File: src/rtl/pal_pkg.sv
`default_nettype none
// ============================================================================
//  Module      : pal_pkg
//  Description : Shared types and bitstream-geometry helpers for the
//                sequential PAL array (state encoding, configuration
//                stream offsets, load counter width).
//  Revision    : 1.0 - initial release
// ============================================================================
package pal_pkg;

  // Configuration/run state of the array
  typedef enum logic [1:0] {
    ST_UNCFG = 2'd0,
    ST_LOAD  = 2'd1,
    ST_READY = 2'd2
  } state_e;

  // Number of AND-plane literal sources: external inputs plus register feedback
  function automatic int pal_nin(input int ni, input int no);
    return ni + no;
  endfunction

  // First OR-plane bit: follows the true/complement pair of every literal per term
  function automatic int pal_or_base(input int ni, input int nt, input int no);
    return 2 * pal_nin(ni, no) * nt;
  endfunction

  // First macrocell bit: follows one OR connection per (output, term)
  function automatic int pal_mc_base(input int ni, input int nt, input int no);
    return pal_or_base(ni, nt, no) + nt * no;
  endfunction

  // Total configuration stream length: mode and invert bit per macrocell at the end
  function automatic int pal_len(input int ni, input int nt, input int no);
    return pal_mc_base(ni, nt, no) + 2 * no;
  endfunction

  // Load counter must be able to hold the value LEN itself
  function automatic int pal_cnt_w(input int ni, input int nt, input int no);
    return $clog2(pal_len(ni, nt, no) + 1);
  endfunction

endpackage
`default_nettype wire

File: src/rtl/pal_seq_array_if.sv
`default_nettype none
// ============================================================================
//  Module      : pal_seq_array_if
//  Description : Configuration stream, data and enable bundle between the
//                TinyTapeout wrapper (master) and the PAL array (slave).
//  Revision    : 1.0 - initial release
// ============================================================================
interface pal_seq_array_if #(
  parameter int NUM_INPUTS  = 8,
  parameter int NUM_OUTPUTS = 5
);
  import pal_pkg::*;

  logic                   cfg_start;
  logic                   cfg_valid;
  logic                   cfg_bit;
  logic                   cfg_done;
  logic                   cfg_dout;
  logic                   enable;
  logic [NUM_INPUTS-1:0]  in_data;
  logic [NUM_OUTPUTS-1:0] out_data;

  modport master (
    output cfg_start, cfg_valid, cfg_bit, enable, in_data,
    input  cfg_done, cfg_dout, out_data
  );

  modport slave (
    input  cfg_start, cfg_valid, cfg_bit, enable, in_data,
    output cfg_done, cfg_dout, out_data
  );

endinterface
`default_nettype wire

File: src/rtl/pal_macrocell.sv
`default_nettype none
// ============================================================================
//  Module      : pal_macrocell
//  Description : One output macrocell: optional inversion of the OR sum, a
//                D register with clock enable and synchronous clear, and the
//                combinational/registered output select.
//  Revision    : 1.0 - initial release
// ============================================================================
module pal_macrocell
  import pal_pkg::*;
(
  input  logic clk,
  input  logic rst_n,
  input  logic or_i,
  input  logic reg_mode_i,
  input  logic invert_i,
  input  logic clr_i,
  input  logic ce_i,
  output logic q_o,
  output logic out_o
);

  logic value_d;
  logic q_q;

  assign value_d = or_i ^ invert_i;

  // Macrocell register: clear wins over a load so a restart always starts from 0
  always_ff @(posedge clk or negedge rst_n) begin
    if (!rst_n) begin
      q_q <= 1'b0;
    end else if (clr_i) begin
      q_q <= 1'b0;
    end else if (ce_i) begin
      q_q <= value_d;
    end
  end

  // Feedback is always taken from the register, never from the comb path
  assign q_o   = q_q;
  assign out_o = reg_mode_i ? q_q : value_d;

endmodule
`default_nettype wire

File: src/rtl/pal_seq_array.sv
`default_nettype none
// ============================================================================
//  Module      : pal_seq_array
//  Description : Serially configured sequential PAL. AND plane over data
//                inputs and macrocell register feedback, OR plane, and one
//                pal_macrocell per output. Configuration is shifted in so
//                that the k-th accepted bit ends at cfg[k].
//  Options     : PAL_READBACK_EN - when defined, cfg_dout returns the old
//                configuration, one bit per accepted bit, during a reload.
//  Revision    : 1.0 - initial release
// ============================================================================
module pal_seq_array
  import pal_pkg::*;
#(
  parameter int NUM_INPUTS  = 8,
  parameter int NUM_TERMS   = 11,
  parameter int NUM_OUTPUTS = 5
) (
  input  logic            clk,
  input  logic            rst_n,
  pal_seq_array_if.slave  bus
);

  localparam int c_nin     = pal_nin(NUM_INPUTS, NUM_OUTPUTS);
  localparam int c_or_base = pal_or_base(NUM_INPUTS, NUM_TERMS, NUM_OUTPUTS);
  localparam int c_mc_base = pal_mc_base(NUM_INPUTS, NUM_TERMS, NUM_OUTPUTS);
  localparam int c_len     = pal_len(NUM_INPUTS, NUM_TERMS, NUM_OUTPUTS);
  localparam int c_cnt_w   = pal_cnt_w(NUM_INPUTS, NUM_TERMS, NUM_OUTPUTS);

  state_e                 state_q;
  logic [c_cnt_w-1:0]     cnt_q;
  logic                   done_q;
  logic [c_len-1:0]       cfg_q;
  logic [c_len-1:0]       cfg_d;

  logic                   w_accept;
  logic                   w_run;
  logic [c_nin-1:0]       w_lit;
  logic [NUM_TERMS-1:0]   w_term;
  logic [NUM_OUTPUTS-1:0] w_q;
  logic [NUM_OUTPUTS-1:0] w_mc_out;

  // A restart takes priority, so a bit presented with cfg_start is dropped
  assign w_accept = (state_q == ST_LOAD) && bus.cfg_valid && !bus.cfg_start;
  assign w_run    = (state_q == ST_READY) && bus.enable;

  // Control FSM with registered cfg_done; the counter stops at LEN by leaving LOAD
  always_ff @(posedge clk or negedge rst_n) begin
    if (!rst_n) begin
      state_q <= ST_UNCFG;
      cnt_q   <= '0;
      done_q  <= 1'b0;
    end else if (bus.cfg_start) begin
      state_q <= ST_LOAD;
      cnt_q   <= '0;
      done_q  <= 1'b0;
    end else begin
      case (state_q)
        ST_LOAD: begin
          if (bus.cfg_valid) begin
            cnt_q <= cnt_q + 1'b1;
            if (cnt_q == c_cnt_w'(c_len - 1)) begin
              state_q <= ST_READY;
              done_q  <= 1'b1;
            end
          end
        end
        default: begin
        end
      endcase
    end
  end

  // New bits enter at the top so the first accepted bit finishes at cfg[0]
  assign cfg_d = w_accept ? {bus.cfg_bit, cfg_q[c_len-1:1]} : cfg_q;

  // Configuration store; a restart keeps the old image so it can be read back
  always_ff @(posedge clk or negedge rst_n) begin
    if (!rst_n) begin
      cfg_q <= '0;
    end else begin
      cfg_q <= cfg_d;
    end
  end

`ifdef PAL_READBACK_EN
  logic dout_q;

  // Capture the bit falling off cfg[0] on every accepted shift
  always_ff @(posedge clk or negedge rst_n) begin
    if (!rst_n) begin
      dout_q <= 1'b0;
    end else if (w_accept) begin
      dout_q <= cfg_q[0];
    end
  end

  assign bus.cfg_dout = dout_q;
`else
  assign bus.cfg_dout = 1'b0;
`endif

  // Literal sources: data inputs low, macrocell registers high
  assign w_lit = {w_q, bus.in_data};

  for (genvar p = 0; p < NUM_TERMS; p++) begin : g_term
    logic [c_nin-1:0] w_true_sel;
    logic [c_nin-1:0] w_comp_sel;

    for (genvar j = 0; j < c_nin; j++) begin : g_lit
      assign w_true_sel[j] = cfg_q[2*c_nin*p + 2*j];
      assign w_comp_sel[j] = cfg_q[2*c_nin*p + 2*j + 1];
    end

    // An unprogrammed term must read 0, not the vacuous AND of nothing
    assign w_term[p] = (|(w_true_sel | w_comp_sel)) &
                       (&((~w_true_sel | w_lit) & (~w_comp_sel | ~w_lit)));
  end

  for (genvar o = 0; o < NUM_OUTPUTS; o++) begin : g_out
    logic [NUM_TERMS-1:0] w_or_mask;
    logic                 w_or;

    assign w_or_mask = cfg_q[c_or_base + o*NUM_TERMS +: NUM_TERMS];
    assign w_or      = |(w_term & w_or_mask);

    pal_macrocell u_mc (
      .clk        (clk),
      .rst_n      (rst_n),
      .or_i       (w_or),
      .reg_mode_i (cfg_q[c_mc_base + 2*o]),
      .invert_i   (cfg_q[c_mc_base + 2*o + 1]),
      .clr_i      (bus.cfg_start),
      .ce_i       (w_run),
      .q_o        (w_q[o]),
      .out_o      (w_mc_out[o])
    );
  end

  assign bus.out_data = w_run ? w_mc_out : '0;
  assign bus.cfg_done = done_q;

endmodule
`default_nettype wire
File: src/flat_wrapper.sv
// flat-port wrapper written by rule: the top's interface ports become plain ports
module pal_seq_array_flat import pal_pkg::*;
#(
  parameter int NUM_INPUTS  = 8,
  parameter int NUM_TERMS   = 11,
  parameter int NUM_OUTPUTS = 5
)
  (clk, rst_n, bus_cfg_start, bus_cfg_valid, bus_cfg_bit, bus_enable, bus_in_data, bus_cfg_done, bus_cfg_dout, bus_out_data);
  pal_seq_array_if #(.NUM_INPUTS(NUM_INPUTS), .NUM_OUTPUTS(NUM_OUTPUTS)) bus_i ();
  input  logic clk;
  input  logic rst_n;
  input wire logic [$bits(bus_i.cfg_start)-1:0] bus_cfg_start;
  input wire logic [$bits(bus_i.cfg_valid)-1:0] bus_cfg_valid;
  input wire logic [$bits(bus_i.cfg_bit)-1:0] bus_cfg_bit;
  input wire logic [$bits(bus_i.enable)-1:0] bus_enable;
  input wire logic [$bits(bus_i.in_data)-1:0] bus_in_data;
  output wire logic [$bits(bus_i.cfg_done)-1:0] bus_cfg_done;
  output wire logic [$bits(bus_i.cfg_dout)-1:0] bus_cfg_dout;
  output wire logic [$bits(bus_i.out_data)-1:0] bus_out_data;
  assign bus_i.cfg_start = bus_cfg_start;
  assign bus_i.cfg_valid = bus_cfg_valid;
  assign bus_i.cfg_bit = bus_cfg_bit;
  assign bus_i.enable = bus_enable;
  assign bus_i.in_data = bus_in_data;
  assign bus_cfg_done = bus_i.cfg_done;
  assign bus_cfg_dout = bus_i.cfg_dout;
  assign bus_out_data = bus_i.out_data;
  pal_seq_array #(.NUM_INPUTS(NUM_INPUTS), .NUM_TERMS(NUM_TERMS), .NUM_OUTPUTS(NUM_OUTPUTS)) u_core (.clk(clk), .rst_n(rst_n), .bus(bus_i));
endmodule
File: config.mk
export PLATFORM = sky130hd
export DESIGN_NAME = pal_seq_array_flat
export DESIGN_NICKNAME = d
export VERILOG_FILES = /design/src/rtl/pal_pkg.sv /design/src/rtl/pal_seq_array_if.sv /design/src/rtl/pal_macrocell.sv /design/src/rtl/pal_seq_array.sv /design/src/flat_wrapper.sv
export SDC_FILE = /design/constraint.sdc
export NUM_CORES = 1
export LEC_CHECK = 0
export CORE_MARGIN = 2
export CORE_UTILIZATION = 40
export DETAILED_ROUTE_END_ITERATION = 16
export PLACE_DENSITY_LB_ADDON = 0.2
export SYNTH_ARGS = -nofsm -noshare
export SYNTH_HDL_FRONTEND = slang
export SYNTH_SLANG_ARGS = --single-unit
File: constraint.sdc
create_clock -name clk -period 2.3 [get_ports clk]
set_clock_uncertainty 0.2 [all_clocks]
set_input_delay 0.23 -clock clk [delete_from_list [all_inputs] [get_ports clk]]
set_output_delay 0.23 -clock clk [all_outputs]
set_load 0.005 [all_outputs]
* Word-level counts from Yosys, hierarchy flattened
Index checks and enable logic that the tools add are counted.
Cells by class: add/sub/neg operators 1, equal/unequal tests 3, multiplexer cells 27, bitwise operators 88, reductions and logical operators 37
Operators with widths (count):
- $or A13 B13 Y13 | 33
- $not A13 Y13 | 23
- $and A13 B13 Y13 | 11
- $reduce_and A13 Y1 | 11
- $reduce_or A13 Y1 | 11
- $and A11 B11 Y11 | 5
- $reduce_or A11 Y1 | 5
- $mux W9 | 3
- $mux W1 | 19
- $and A1 B1 Y1 | 11
- $add A9 B1 Y9 const B | 1
- $eq A9 B9 Y1 const B | 1
- $mux W2 | 4
- $reduce_bool A2 Y1 | 4
- $mux W5 | 1
- $xor A1 B1 Y1 | 5
- $logic_and A1 B1 Y1 | 3
- $reduce_and A3 Y1 | 1
- $eq A2 B1 Y1 const B | 1
- $eq A2 B2 Y1 const B | 1
- $reduce_and A2 Y1 | 1
- $logic_not A1 Y1 | 1
Word-level totals: register bits 368, output and inout port bits 7

* Depth between registers and ports, before layout
Gate-level depths: netlist of the first run.
word-level depth 10, depth in mapped cells 9

* Hierarchy
Synthesis of the first run repeated with hierarchy kept, for this count alone.
Unflattened totals: cell total of the unflattened synthesis 1263, area, all modules 17309.1 µm²
By module, submodules not included:
- pal_seq_array | instances 1, cells an instance 1233, area an instance 16990.0 µm², sequential area each 9058.7 µm²
- pal_macrocell | instances 5, cells an instance 6, area an instance 63.8 µm², sequential area each 25.0 µm²

* Worst setup path after synthesis of the first run
OpenSTA, ideal clock, no wires.
path kind register to output, start reg u_core.cfg_q[113], end out bus_out_data[0], arrival 2.011 ns, data required time 1.870 ns, setup slack -0.141 ns, cell stages (with the launch flop) 8, cells stage by stage dfrtp_1 -> or4_4 -> nor3_2 -> nand4_2 -> nand3_1 -> nand4_1 -> or4_1 -> nand3_1
Between the ends: word-level cells in the longest chain between the ends 10
Ends and longest elaborated chain:
- start, declared | RTL line pal_seq_array.sv:33 | logic [c_len-1:0] cfg_q;
- start signal, assigned | RTL line pal_seq_array.sv:82 | cfg_q <= cfg_d;
- $not A13 Y13 | RTL line pal_seq_array.sv:117 | (&((~w_true_sel | w_lit) & (~w_comp_sel | ~w_lit)));
- $or A13 B13 Y13 | RTL line pal_seq_array.sv:117
- $and A13 B13 Y13 | RTL line pal_seq_array.sv:117
- $reduce_and A13 Y1 | RTL line pal_seq_array.sv:117
- $and A1 B1 Y1 * | RTL line pal_seq_array.sv:116 | assign w_term[p] = (|(w_true_sel | w_comp_sel)) &
- $and A11 B11 Y11 * | RTL line pal_seq_array.sv:125 | assign w_or = |(w_term & w_or_mask);
- $reduce_or A11 Y1 * | RTL line pal_seq_array.sv:125
- $xor A1 B1 Y1 * | RTL line pal_macrocell.sv:26 | assign value_d = or_i ^ invert_i;
- $mux W1 * | RTL line pal_macrocell.sv:41 | assign out_o = reg_mode_i ? q_q : value_d;
- $mux W5 * | RTL line pal_seq_array.sv:140 | assign bus.out_data = w_run ? w_mc_out : '0;
- end, declared | RTL line flat_wrapper.sv:19 | output wire logic [$bits(bus_i.out_data)-1:0] bus_out_data;
Mark *: on every way between the ends. The rest lies on a longest branch, timed or not.

* Worst setup path after layout of the first run
start reg u_core.g_out[0].u_mc.q_q, end out bus_out_data[0]
Between the ends: word-level cells in the longest chain between the ends 10
Ends and longest elaborated chain:
- start, declared | RTL line pal_macrocell.sv:24 | logic q_q;
- start signal, assigned | RTL line pal_macrocell.sv:35 | q_q <= value_d;
- $not A13 Y13 | RTL line pal_seq_array.sv:117
- $or A13 B13 Y13 | RTL line pal_seq_array.sv:117
- $and A13 B13 Y13 | RTL line pal_seq_array.sv:117
- $reduce_and A13 Y1 | RTL line pal_seq_array.sv:117
- $and A1 B1 Y1 | RTL line pal_seq_array.sv:116
- $and A11 B11 Y11 | RTL line pal_seq_array.sv:125
- $reduce_or A11 Y1 | RTL line pal_seq_array.sv:125
- $xor A1 B1 Y1 | RTL line pal_macrocell.sv:26
- $mux W1 * | RTL line pal_macrocell.sv:41
- $mux W5 * | RTL line pal_seq_array.sv:140
Marks and branches as above.

==> results of run 1 <==
==> kinds of logic after synthesis <==
family	Yosys count	synth area share [%]
multiplexers	478	30.3
buffers and inverters	77	2.33
other	1	0.0217
flip-flops	367	53.2
AO/OA/AOI/OAI	75	3.60
AND/OR/NAND/NOR	294	10.0
XOR/XNOR	7	0.355
adder cells (fa/ha/maj)	2	0.145
==> path summary, 6_finish.rpt <==
| check | end | slack (ns) | depth (start not counted) | from |
|---|---|---|---|---|
| setup / recovery | bus_out_data[0] | -1.12 | 12 | u_core.g_out[0].u_mc.q_o$_DFFE_PN0P_ |
| min in group clk | u_core.cfg_q[350]$_DFFE_PN0P_ | 0.25 | 2 | bus_cfg_bit |
| max in group asynchronous | u_core.cfg_q[335]$_DFFE_PN0P_ | 1.10 | 3 | rst_n |
| hold reg to reg | u_core.cfg_q[302]$_DFFE_PN0P_ | 0.30 | 1 | u_core.cfg_q[303]$_DFFE_PN0P_ |
| setup reg to reg | u_core.g_out[0].u_mc.q_o$_DFFE_PN0P_ | -0.49 | 10 | u_core.cfg_q[113]$_DFFE_PN0P_ |
| hold / removal | u_core.cfg_q[118]$_DFFE_PN0P_ | 0.06 | 2 | rst_n |
==> worst max-delay path, cell delays in order (launching register included) <==
cell and delay [ns]:
dfrtp_2 0.45, buf_6 0.15, buf_6 0.13, mux2i_4 0.18, nand4_1 0.09, a211oi_2 0.07, buf_4 0.15, buf_6 0.12
a32oi_4 0.21, o311ai_4 0.14, or4_4 0.55, nand3_2 0.08, buf_2 0.12
==> metal layers <==
metal  global-route usage (%)  vias to the layer above  routed length (um)
li1                         -                     5848                   -
met1                     29.4                     6446               21900
met2                     35.1                      229               22300
met3                     2.79                       73                1750
met4                     6.19                        0                1120
met5                        0                        -                   0
==> Yosys cell counts, drive strengths merged, types with 3 or more instances <==
master   number
clkbuf       35
and2          3
and3         32
dfrtp       367
nor2b        10
and4         16
nor2         24
o211a         3
mux2i       125
o21ai        17
o211ai        5
nand3        40
a21oi         4
inv          11
nand2        27
nand4        37
o311ai        3
xor2          4
a22oi         3
a2111oi       3
mux2        353
nand2b        4
a32oi        12
nor3         15
a211oi       17
nor4         72
or4           5
buf          30
xnor2         3
==> sequential cells by signal, summed over array words and instances, names as in the netlist <==
name	flops
u_core.state_q	2
u_core.g_out.u_mc.q_o	5
u_core.cnt_q	9
u_core.cfg_q	351
==> cell type report <==
cell class / count / area, um^2
clock inverter: 4 / 48.8
fill: 3579 / 19300
clock buffer: 70 / 1310
timing repair buffer: 463 / 4050
sequential: 367 / 9190
multi-input combinational: 857 / 8140
tap: 546 / 683
inverter: 12 / 45.0
==> metrics by stage <==
stage / TNS (ns) / setup WS, ns / hold slack (ns) / instance area [um^2] / std cells
3_5_place_dp: -9.35 / -1.24 / 0.0531 / 21400 / 2221
3_3_place_gp: -9.21 / -1.24 / 0.0582 / 21400 / 2221
2_1_floorplan: -0.242 / -0.110 / -0.266 / 17300 / 1301
5_1_grt: -7.87 / -1.19 / 0.0939 / 23500 / 2319
4_1_cts: -7.03 / -1.13 / 0.0665 / 23200 / 2316
6_report: -7.06 / -1.12 / 0.0564 / 23500 / 2319
==> where the power goes <==
group	leakage [nW]	total [mW]	switching [mW]	internal, mW
Clock	0.665	6.64	2.66	3.98
Sequential	5.06	7.44	0.470	6.97
Combinational	5.95	2.27	1.06	1.21
Total	11.7	16.3	4.19	12.2
==> cells in the final DEF, fill, tap and decap left out, drive strengths merged, types with 4 or more instances in the layout <==
master           n
clkdlybuf4s50   13
buf            449
dfrtp          367
and4            16
clkbuf          70
nand4           37
nor2            24
o21ai           17
nor2b           10
o211ai           5
a32oi           12
inv             12
nand2           27
nor3            15
a211oi          17
or4              5
xor2             4
nand2b           4
mux2           353
and3            32
a21oi            4
mux2i          125
nand3           40
nor4            72
==> repair_timing <==
action	CTS	global route
gates cloned	0	0
hold buffers	1	0
resized for setup	78	52
setup endpoints to repair	10	10
pin swaps	40	32
endpoints found under the hold margin	334	0
setup buffers	22	6
==> run_results.csv, run 1 <==
group,metric,value,unit
status,status,"finished with violations",
status,violations,"negative setup slack",
setup_path,cp-start-kind,"flop",
grt,gr-usage-all-layers,21.3,%
grt,grt_overflow,0,
finish,syn2layout_area_growth,36.0,%
detailed_routing,wirelength,47100,um
yosys,synth_edf_count,0,
cts,cts_tree,"yes",
setup_path,path_max_fanout,3,
timing,fmax,0.292,GHz
finish,postLayoutCoreUtil,54.8,%
timing,setup_viol,10,
yosys,synth-seq-cells,367,
yosys,synth_cells,1301,
cts,clockBufferDepth,3,
detailed_routing,ant_nets,0,
yosys,yosys.area.top_type,"dfrtp_1",
grt,grt_pass1_wl,73600,um
detailed_routing,vias,12596,
job,cap_violations,0,
cts,path_clk_slew,0.06,ns
yosys,syn_area,17300,um^2
floorplan,die-height,212,um
yosys,async_flop_share,100,%
hold_path,hp-class,"input pin to async pin",
yosys,synth_cell_types,63,
yosys,ys.flop_type,"dfrtp_1",
power,irDropWorstVdd,447,uV
floorplan,io_pins,21,
timing,slew_violations,0,
power,p_leak,11.7,nW
yosys,ys_warn_count,0,
floorplan,rows,76,
cts,htreeDepth,2,
yosys,synth_top_area_share,53.2,%
placed_design,port_buffers,19,
cts,cts_buffers,43,
power,total_power,16.3,mW
timing,rsz0062_at_grt,"yes",
detailed_routing,drc,0,
timing,finalWorstSetupSlack,-1.12,ns
placed_design,hpwl,34000,um
setup_path,arrival,2.99,ns
detailed_routing,vias_per_cell,5.43,
yosys,syn_area_per_cell,13.3,um^2
yosys,yosys-top-cells-area,"dfrtp_1, mux2_2, mux2i_1",
finish,drive_gt1_share,53.1,%
timing,fin_crit_sh,149,%
floorplan,dieArea,44800,um^2
power,power.density,697,nW/um^2
timing,relSlewSlack,59.3,%
finish,final_net_count,1760,
yosys,synth.yosys.seq_area_share,53.2,%
cts,root_buffer,"clkbuf_16",
placed_design,globalplace.congestion,0.890,
timing,worstMarginPinSlew,0.611,ns
detailed_routing,routedWlPerCell,20.3,um
grt,antenna_found_initial,0,
yosys,synthesis.nets,1317,
grt,grt_max_degree,66,
setup_path,worst_setup_path_end_kind,"output port",
detailed_routing,first_pass_iters,4,
grt,grt_pass1_vias,13039,
timing,hold_violations,0,
floorplan,core_area,42800,um^2
detailed_routing,drt_iter0_markers,737,
timing,finalCriticalPeriod,3.42,ns
cts,cts_sinks,367,
finish,diodes,0,
setup_path,crit_type,"flop to output port",
floorplan,start_util,40.3,%
floorplan,die_w,212,um
cts,clk_latency,0.56,ns
setup_path,required,1.87,ns
No activity file was read; power rests on OpenSTA's default activity.
==> inputs of run 2 (changes only) <==
--- a/config.mk
+++ b/config.mk
@@ -5,6 +5,7 @@
 export SDC_FILE = /design/constraint.sdc
 export NUM_CORES = 1
 export LEC_CHECK = 0
+export ABC_CLOCK_PERIOD_IN_PS = 2300
 export CORE_MARGIN = 2
 export CORE_UTILIZATION = 40
 export DETAILED_ROUTE_END_ITERATION = 16
==> results of run 2 <==
The final DEF is identical to that of run 1; final timing and power are the same.
==> inputs of run 3 (changes only) <==
--- a/config.mk
+++ b/config.mk
@@ -6,7 +6,7 @@
 export NUM_CORES = 1
 export LEC_CHECK = 0
 export ABC_CLOCK_PERIOD_IN_PS = 2300
-export CORE_MARGIN = 2
+export CORE_MARGIN = 3
 export CORE_UTILIZATION = 40
 export DETAILED_ROUTE_END_ITERATION = 16
 export PLACE_DENSITY_LB_ADDON = 0.2
==> run 3 against run 2 <==
The flow still finishes with violations (negative setup slack). Die area grew 1.9%. Via count fell by 1.6%. Count of clock-buffer cells in the layout stayed put. Flip-flop and latch count unchanged. First-iteration DRC count increased by 17%. Design area down 1.3%. Non-clock buffer count shrank 30. Critical path type unchanged. Largest cell class unchanged. Largest power group unchanged.
==> run_results.csv, run 3 (synthesized netlist as in run 1, its figures left out) <==
group,metric,value,unit
status,status,"finished with violations",
status,violations,"negative setup slack",
finish,layout_common_cells,"buf_4, dfrtp_1, mux2_2",
finish,multiInputGateArea,8040,um^2
finish,stdcell_area,23200,um^2
power,power.clock.fraction,41.2,%
detailed_routing,routedWlPerCell,20.1,um
detailed_routing,drc,0,
timing,finalWorstSetupSlack,-1.14,ns
setup_path,r2r_cells,10,
finish,regArea,9190,um^2
power,p_sw,4.16,mW
power,power.internal,12.4,mW
grt,grt-busiest-layer,"met2",
floorplan,io_pins,21,
timing,relSlewSlack,65.5,%
finish,final_common_cell,"buf_4",
setup_path,arrival,3.01,ns
grt,antenna_found_initial,0,
power,power_frac_seq,44.8,%
timing,setup_viol,10,
grt,grt_pass1_vias,12913,
cts,path_clk_slew,0.06,ns
timing,slew_violations,0,
setup_path,crit_path_end,"bus_out_data[1]",
grt,grtUsageMet2,32.8,%
finish,syn2layout_area_growth,34.3,%
floorplan,die_w,214,um
floorplan,die-height,214,um
cts,clk_latency,0.57,ns
power,power.density,714,nW/um^2
finish,largest_reg_flops,351,
finish,regMostFlops,"u_core.cfg_q",
timing,setup_tns,-7.03,ns
cts,cts_buffers,42,
grt,grt_max_degree,73,
setup_path,required,1.87,ns
setup_path,worst_setup_path_end_kind,"output port",
finish,final_cells,2321,
cts,htreeDepth,2,
detailed_routing,vias_per_cell,5.34,
finish,fillers,3560,
setup_path,cp-start-kind,"flop",
timing,rsz0062_at_grt,"yes",
grt,grt_pass1_wl,73400,um
finish,final_net_count,1729,
timing,fmax,0.290,GHz
power,combPwrFrac,14.0,%
cts,root_buffer,"clkbuf_16",
cts,cts_sinks,367,
floorplan,rows,75,
floorplan,core_area,42300,um^2
finish,postLayoutCoreUtil,54.8,%
hold_path,hp-class,"input pin to async pin",
cts,clockBufferDepth,3,
setup_path,regToRegStartpoint,"u_core.cfg_q[113]$_DFFE_PN0P_",
job,cap_violations,0,
grt,use_met3,3.99,%
cts,cts_tree,"yes",
detailed_routing,vias,12389,
detailed_routing,first_pass_iters,5,
floorplan,start_util,40.8,%
grt,gr-usage-all-layers,20.8,%
detailed_routing,ant_nets,0,
finish,drive_gt1_share,51.9,%
setup_path,cp-startpoint,"u_core.cfg_q[113]$_DFFE_PN0P_",
finish,diodes,0,
timing,fin_crit_sh,150,%
timing,hold_violations,0,
floorplan,dieArea,45700,um^2
placed_design,hpwl,33200,um
setup_path,path_max_fanout,3,
timing,worstMarginPinSlew,0.503,ns
placed_design,postPlaceCellArea,21200,um^2
setup_path,timing.rr.end,"u_core.g_out[0].u_mc.q_o$_DFFE_PN0P_",
grt,met1_usage,29.0,%
placed_design,globalplace.congestion,0.894,
power,p_leak,11.5,nW
power,irDropWorstVdd,433,uV
detailed_routing,drt_iter0_markers,865,
setup_path,rrSetupSlack,-0.41,ns
power,sw_frac_of_total,25.1,%
detailed_routing,wirelength,46700,um
placed_design,preCtsSetupSlack,-1.24,ns
timing,finalCriticalPeriod,3.44,ns
setup_path,crit_type,"flop to output port",
placed_design,dp_cells,2232,
grt,grt_overflow,0,
placed_design,port_buffers,19,
-- run 3: what timing repair did --
item                                    4_1_cts  5_1_grt
pin swaps                                    27       23
endpoints found under the hold margin       367        0
buffers inserted                              9        4
gates cloned                                  0        0
hold buffers                                  1        0
endpoints found under the setup margin       10       10
resized for setup                            71       33
-- run 3: power by group through the flow --
stage | sequential [mW] | combinational, mW | clock, mW
after floorplan | 7.37 | 1.10 | 0
after global placement | 7.48 | 2.09 | 0
after detailed placement | 7.50 | 2.12 | 0
after CTS | 7.40 | 2.27 | 7.00
after global routing | 7.47 | 2.49 | 7.26
final | 7.42 | 2.31 | 6.82
-- run 3: worst min-delay path by stage --
stage	startpoint	to	slack, ns
finish	rst_n	u_core.cfg_q[68]$_DFFE_PN0P_	0.02
floorplan	rst_n	u_core.cfg_q[0]$_DFFE_PN0P_	-0.27
global route	rst_n	u_core.cfg_q[69]$_DFFE_PN0P_	0.05
CTS	rst_n	u_core.cfg_q[285]$_DFFE_PN0P_	0.02
global placement	rst_n	u_core.cfg_q[68]$_DFFE_PN0P_	0.03
detailed placement	rst_n	u_core.cfg_q[68]$_DFFE_PN0P_	0.03
-- run 3: cell type report --
class,instances,area share [%]
clock inverter,5,0.232
multi-input combinational,857,34.7
sequential,367,39.7
timing repair buffer,433,16.2
inverter,12,0.194
tap,577,3.12
clock buffer,70,5.94
-- run 3: stage by stage --
stage | hold slack (ns) | power, mW
floorplan | -0.266 | 8.47
global placement | 0.0264 | 9.57
detailed placement | 0.0260 | 9.62
CTS | 0.0240 | 16.7
global route | 0.0467 | 17.2
finish | 0.0241 | 16.6
-- run 3: routing by layer --
metal | share of wire (%) | vias up
li1 | - | 5772
met4 | 3.2 | 0
met2 | 46 | 241
met1 | 47 | 6281
met3 | 4.4 | 95
met5 | 0 | -
-- run 3: worst max-delay path, cell delays in order (launching register included) --
cell     delay, ns
dfrtp_1       0.38
or4_4         0.55
nor3_4        0.16
nand4_4       0.13
buf_6         0.16
a32oi_1       0.17
nand4_1       0.25
or3b_4        0.46
nand3_2       0.08
buf_2         0.11
